[src/rtl/fifo_pkg.sv]
// Shared constants and Gray-code helpers for the FIFO read-side controller.
package fifo_pkg;

  localparam int unsigned ADDR_W_DEF      = 4;
  localparam int unsigned SYNC_STAGES_DEF = 2;
  localparam int unsigned AE_TH_DEF       = 2;

  // Helpers work on a fixed wide vector; callers zero-extend and truncate to their width.
  localparam int unsigned PTR_MAX_W = 32;

  function automatic logic [PTR_MAX_W-1:0] bin2gray(input logic [PTR_MAX_W-1:0] bin);
    return bin ^ (bin >> 1);
  endfunction

  function automatic logic [PTR_MAX_W-1:0] gray2bin(input logic [PTR_MAX_W-1:0] gray);
    logic [PTR_MAX_W-1:0] bin;
    bin = gray;
    for (int i = 1; i < int'(PTR_MAX_W); i++) begin
      bin = bin ^ (gray >> i);
    end
    return bin;
  endfunction

endpackage

[src/rtl/gray_sync.sv]
// Multi-flop synchroniser for a Gray-coded pointer crossing into the local clock domain.
module gray_sync #(
  parameter int unsigned WIDTH  = 5,
  parameter int unsigned STAGES = 2
) (
  input  logic             clk,
  input  logic             rst,
  input  logic [WIDTH-1:0] din,
  output logic [WIDTH-1:0] dout
);

  logic [WIDTH-1:0] sync_q [STAGES];
  logic [WIDTH-1:0] sync_d [STAGES];

  always_comb begin
    sync_d[0] = din;
    for (int i = 1; i < int'(STAGES); i++) begin
      sync_d[i] = sync_q[i-1];
    end
  end

  always_ff @(posedge clk) begin
    for (int i = 0; i < int'(STAGES); i++) begin
      if (rst) sync_q[i] <= '0;
      else     sync_q[i] <= sync_d[i];
    end
  end

  assign dout = sync_q[STAGES-1];

endmodule

[src/rtl/fifo_rd_ctrl.sv]
// Read-domain controller of an async FIFO: read pointer, empty/count status and
// underflow detection against a synchronised Gray write pointer.
module fifo_rd_ctrl
  import fifo_pkg::*;
#(
  parameter int unsigned ADDR_W      = ADDR_W_DEF,
  parameter int unsigned SYNC_STAGES = SYNC_STAGES_DEF,
  parameter int unsigned AE_TH       = AE_TH_DEF
) (
  input  logic              rd_clk,
  input  logic              rd_rst,
  input  logic              rd_en,
  input  logic [ADDR_W:0]   wr_ptr_gray,
  output logic [ADDR_W-1:0] rd_addr,
  output logic [ADDR_W:0]   rd_ptr_gray,
  output logic              fifo_empty,
  output logic              almost_empty,
  output logic [ADDR_W:0]   rd_count,
  output logic              rd_valid,
  output logic              underflow
);

  localparam int unsigned PTR_W = ADDR_W + 1;

  logic [PTR_W-1:0] wq;

  gray_sync #(
    .WIDTH  (PTR_W),
    .STAGES (SYNC_STAGES)
  ) u_wr_sync (
    .clk  (rd_clk),
    .rst  (rd_rst),
    .din  (wr_ptr_gray),
    .dout (wq)
  );

  logic [PTR_W-1:0] rd_bin_q,       rd_bin_d;
  logic [PTR_W-1:0] rd_ptr_gray_q,  rd_ptr_gray_d;
  logic [PTR_W-1:0] rd_count_q,     rd_count_d;
  logic             fifo_empty_q,   fifo_empty_d;
  logic             almost_empty_q, almost_empty_d;
  logic             rd_valid_q,     rd_valid_d;
  logic             underflow_q,    underflow_d;
  logic             rd_accept_c;

  // Status is computed from the post-increment pointer so it moves on the read edge itself.
  always_comb begin
    rd_accept_c    = rd_en & ~fifo_empty_q;
    rd_bin_d       = rd_bin_q + PTR_W'(rd_accept_c);
    rd_ptr_gray_d  = PTR_W'(bin2gray(PTR_MAX_W'(rd_bin_d)));
    fifo_empty_d   = (rd_ptr_gray_d == wq);
    rd_count_d     = PTR_W'(gray2bin(PTR_MAX_W'(wq))) - rd_bin_d;
    almost_empty_d = (PTR_MAX_W'(rd_count_d) <= AE_TH);
    rd_valid_d     = rd_accept_c;
    underflow_d    = rd_en & fifo_empty_q;
  end

  always_ff @(posedge rd_clk) begin
    if (rd_rst) begin
      rd_bin_q       <= '0;
      rd_ptr_gray_q  <= '0;
      rd_count_q     <= '0;
      fifo_empty_q   <= 1'b1;
      almost_empty_q <= 1'b1;
      rd_valid_q     <= 1'b0;
      underflow_q    <= 1'b0;
    end else begin
      rd_bin_q       <= rd_bin_d;
      rd_ptr_gray_q  <= rd_ptr_gray_d;
      rd_count_q     <= rd_count_d;
      fifo_empty_q   <= fifo_empty_d;
      almost_empty_q <= almost_empty_d;
      rd_valid_q     <= rd_valid_d;
      underflow_q    <= underflow_d;
    end
  end

  assign rd_addr      = rd_bin_q[ADDR_W-1:0];
  assign rd_ptr_gray  = rd_ptr_gray_q;
  assign rd_count     = rd_count_q;
  assign fifo_empty   = fifo_empty_q;
  assign almost_empty = almost_empty_q;
  assign rd_valid     = rd_valid_q;
  assign underflow    = underflow_q;

endmodule

[config.mk]
export PLATFORM = sky130hd
export DESIGN_NAME = fifo_rd_ctrl
export DESIGN_NICKNAME = d
export VERILOG_FILES = /design/src/rtl/fifo_pkg.sv /design/src/rtl/gray_sync.sv /design/src/rtl/fifo_rd_ctrl.sv
export SDC_FILE = /design/constraint.sdc
export NUM_CORES = 1
export LEC_CHECK = 0
export ABC_AREA = 1
export CORE_ASPECT_RATIO = 2
export CORE_UTILIZATION = 53
export CTS_BUF_LIST = sky130_fd_sc_hd__clkbuf_2
export DETAILED_ROUTE_END_ITERATION = 8
export PLACE_DENSITY_LB_ADDON = 0.15
export SYNTH_ARGS = -nofsm -noshare
export SYNTH_HDL_FRONTEND = slang
export SYNTH_HIERARCHICAL = 1
export SYNTH_SLANG_ARGS = --single-unit
[constraint.sdc]
create_clock -name rd_clk -period 2.55 [get_ports rd_clk]
set_clock_uncertainty 0.15 [all_clocks]
set_input_delay 0.3825 -clock rd_clk [delete_from_list [all_inputs] [get_ports rd_clk]]
set_output_delay 0.3825 -clock rd_clk [all_outputs]
set_load 0.05 [all_outputs]
==> metrics.txt <==
Pint=638 uW; startpoint class of the critical path=flip-flop; Worst path max stage delay=430 ps; Top-Level Pins=26; Final Hold Viols=0; Nets=234; worst vdd ir=445 uV; sequential power share=49.2%; first-pass GRT wire length=4.39 mm; CP max FO=4; HPWL reported at the end of detailed placement=2.15 mm; Worst EP required=2710 ps; Starting Density=57.1%; Die Wd=38.0 um; synthesized area=1380 sq um; Crit. End Element=flip-flop; post-route ant nets=0; Placer Congestion=0.879; pin count of the biggest net entering global routing=22; # clock sinks=28; total grt overflow=0; worst slew pin tran=498 ps; Hold Path Class=flip-flop to flip-flop; Seq/Total Area, Yosys=40.7%; core area=2410 sq um; setup TNS=0 ps; deepest clock path buffer count=2; Yosys reg bits=28; max-slew violation count=0; H-tree Lvls=1; clock-pin slew on the worst setup and hold paths=240 ps; kind of critical path=flip-flop to flip-flop; Leakage=0.879 nW; CP most frequent cell=inv_1; CTS tree=built; Max Freq=418 MHz; Ys Warns=6; die area=2820 sq um; routed vias/inst=5.10; CP top delay family=simple AND/OR/NAND/NOR gates; slowest stage cell, crit path=dfxtp_4; min Tclk post-route=2390 ps; CTS Hold Bufs=0; DRT Pass-1 Iters=4; pre-CTS WS=-205 ps; CTS root buffer=clkbuf_2; GRT Total Usage=21.7%; CP bufs+invs=4; Syn Inst Count=181; WL/cell=11.5 um; Worst slew margin=66.7%; Avg Inst Size Synth=7.60 sq um; RSZ-0062 raised after global routing=no; Area growth syn-to-layout=29.6%; # port buffers=25; Power per Cell Area=560 nW/um^2; Worst Path Arrival=2550 ps; number of DRC markers in iteration 0=35; Combinational Power Share=35.1%; CP cell instances=inv_2 > nand2_4 > nand3_4 > nand2_4 > xor2_4 > xor2_1 > inv_1 > ha_1 > inv_1 > fa_2 > nand2_1 > inv_1 > nand3_2 > nand3_1 > nand2_1 > nor2_2 > nor2_2; library cells used by synthesis=22; Chip Height=74.1 um; period utilization=93.7%; fin worst setup slack=160 ps; status=finished clean; proportion of layout cells with a drive suffix above 1=19.4%; switching share of power=36.2%; via count=1244; site row count=25; maxcap violations=0; Num CTS Buffers=3; clock share of power=15.8%; Skew-Pair Late Insertion Delay=370 ps; Post-route DRC=0; # setup viols final=0; vias in the first global route=1169; antenna cell count=0; Switching Power=361 uW; final wirelength=2.81 mm; initial antenna violation count=0; Post-Syn Nets=196
## cells in the final DEF, fill, tap and decap left out
cell type,netlist,routed
dfxtp_1,28,25
clkdlybuf4s50_1,0,25
dfxtp_2,0,1
dfxtp_4,0,2
xor2_1,1,1
nand4_1,1,1
a21oi_1,7,6
a21oi_2,0,1
nand2_4,3,6
nand3b_1,1,1
fa_2,0,1
nor2_2,3,3
buf_4,0,11
o21bai_4,1,1
nor2_1,26,26
nor3_1,1,1
inv_2,2,2
ha_1,6,6
nand3_2,5,3
xor2_4,1,1
nand3_4,0,2
nand2_1,43,40
o21bai_1,1,1
nand2_2,5,5
nand3_1,16,16
inv_1,26,26
clkbuf_2,0,3
## tightest hold or removal path, cell delays in order, from the launching register on
cell     delay [ps]
dfxtp_1         350
inv_1            40
nor2_1           30
## cell families after synthesis
family          synth area share, %
compound gates                 4.45
xor+xnor                       2.64
fa+ha+maj                      6.91
buf+inv                        9.55
flops                          40.7
simple gates                   35.7
## power groups by stage
stage	clock network, mW	logic (mW)	registers [mW]
floorplan	0	0.128	0.601
global placement	0	0.323	0.499
detailed placement	0	0.331	0.500
CTS	0.158	0.331	0.492
global route	0.171	0.377	0.496
finish	0.158	0.350	0.491
## registers in the layout (all words and copies together), names as in the netlist
signal	count
underflow	1
u_wr_sync/sync_q	10
rd_count	5
rd_bin_q	5
rd_valid	1
almost_empty	1
fifo_empty	1
rd_ptr_gray	4
## metrics by stage
| stage | hold slack, ps | area (sq um) | power, mW | utilization, % | cells |
|---|---|---|---|---|---|
| finish | 266 | 1780 | 0.999 | 74.1 | 244 |
| global route | 295 | 1780 | 1.04 | 74.1 | 244 |
| CTS | 268 | 1700 | 0.981 | 70.7 | 240 |
| detailed placement | 246 | 1690 | 0.831 | 70.0 | 237 |
| global placement | 240 | 1690 | 0.822 | 70.0 | 237 |
| floorplan | 238 | 1380 | 0.729 | - | 181 |
## synthesized netlist by cell type
| cell | number | area share (%) |
|---|---|---|
| o21bai_1 | 1 | 0.55 |
| nand4_1 | 1 | 0.45 |
| nand3_2 | 5 | 3.6 |
| nand3b_1 | 1 | 0.55 |
| nand2_2 | 5 | 2.3 |
| dfxtp_1 | 28 | 41 |
| clkbuf_1 | 1 | 0.27 |
| nand3_1 | 16 | 5.8 |
| nor2_1 | 26 | 7.1 |
| nor2_2 | 3 | 1.4 |
| a21oi_1 | 7 | 2.5 |
| nor3_1 | 1 | 0.36 |
| fa_1 | 1 | 1.5 |
| inv_2 | 2 | 0.55 |
| inv_1 | 26 | 7.1 |
| ha_1 | 6 | 5.5 |
| xor2_1 | 1 | 0.64 |
| o21bai_4 | 1 | 1.4 |
| nand2_4 | 3 | 2.5 |
| nand2_1 | 43 | 12 |
| buf_6 | 2 | 1.6 |
| xor2_4 | 1 | 2.0 |
## repair_timing
item                                    CTS  global route
hold endpoints to repair                  0             0
pin swaps                                 0             5
gates resized for setup                   1            14
endpoints found under the setup margin    1             2
setup buffers                             0             4
## routing by layer
layer | track usage (%) | routed length, um | vias up
li1 | - | - | 633
met4 | 11.5 | 80 | 0
met2 | 43.1 | 1570 | 29
met3 | 1.79 | 66 | 7
met1 | 19.7 | 1100 | 575
met5 | 0 | 0 | -
## path summary, 6_finish.rpt
path | to | depth (start not counted) | start | slack [ps]
setup / recovery | almost_empty | 17 | u_wr_sync/sync_q[1][4] | 160
hold / removal | u_wr_sync/sync_q[1][3] | 2 | u_wr_sync/sync_q[0][3] | 270
setup reg to reg | almost_empty | 17 | u_wr_sync/sync_q[1][4] | 160
hold reg to reg | u_wr_sync/sync_q[1][3] | 2 | u_wr_sync/sync_q[0][3] | 270
## area by class of cell
| class | count | area, sq um |
|---|---|---|
| clock buffers | 3 | 15.0 |
| repair buffers | 36 | 333 |
| fillers | 191 | 624 |
| well taps | 27 | 33.8 |
| flip-flops and latches | 28 | 569 |
| multi-input cells | 122 | 728 |
| inverters | 28 | 105 |
No activity file was read; power rests on OpenSTA's default activity.
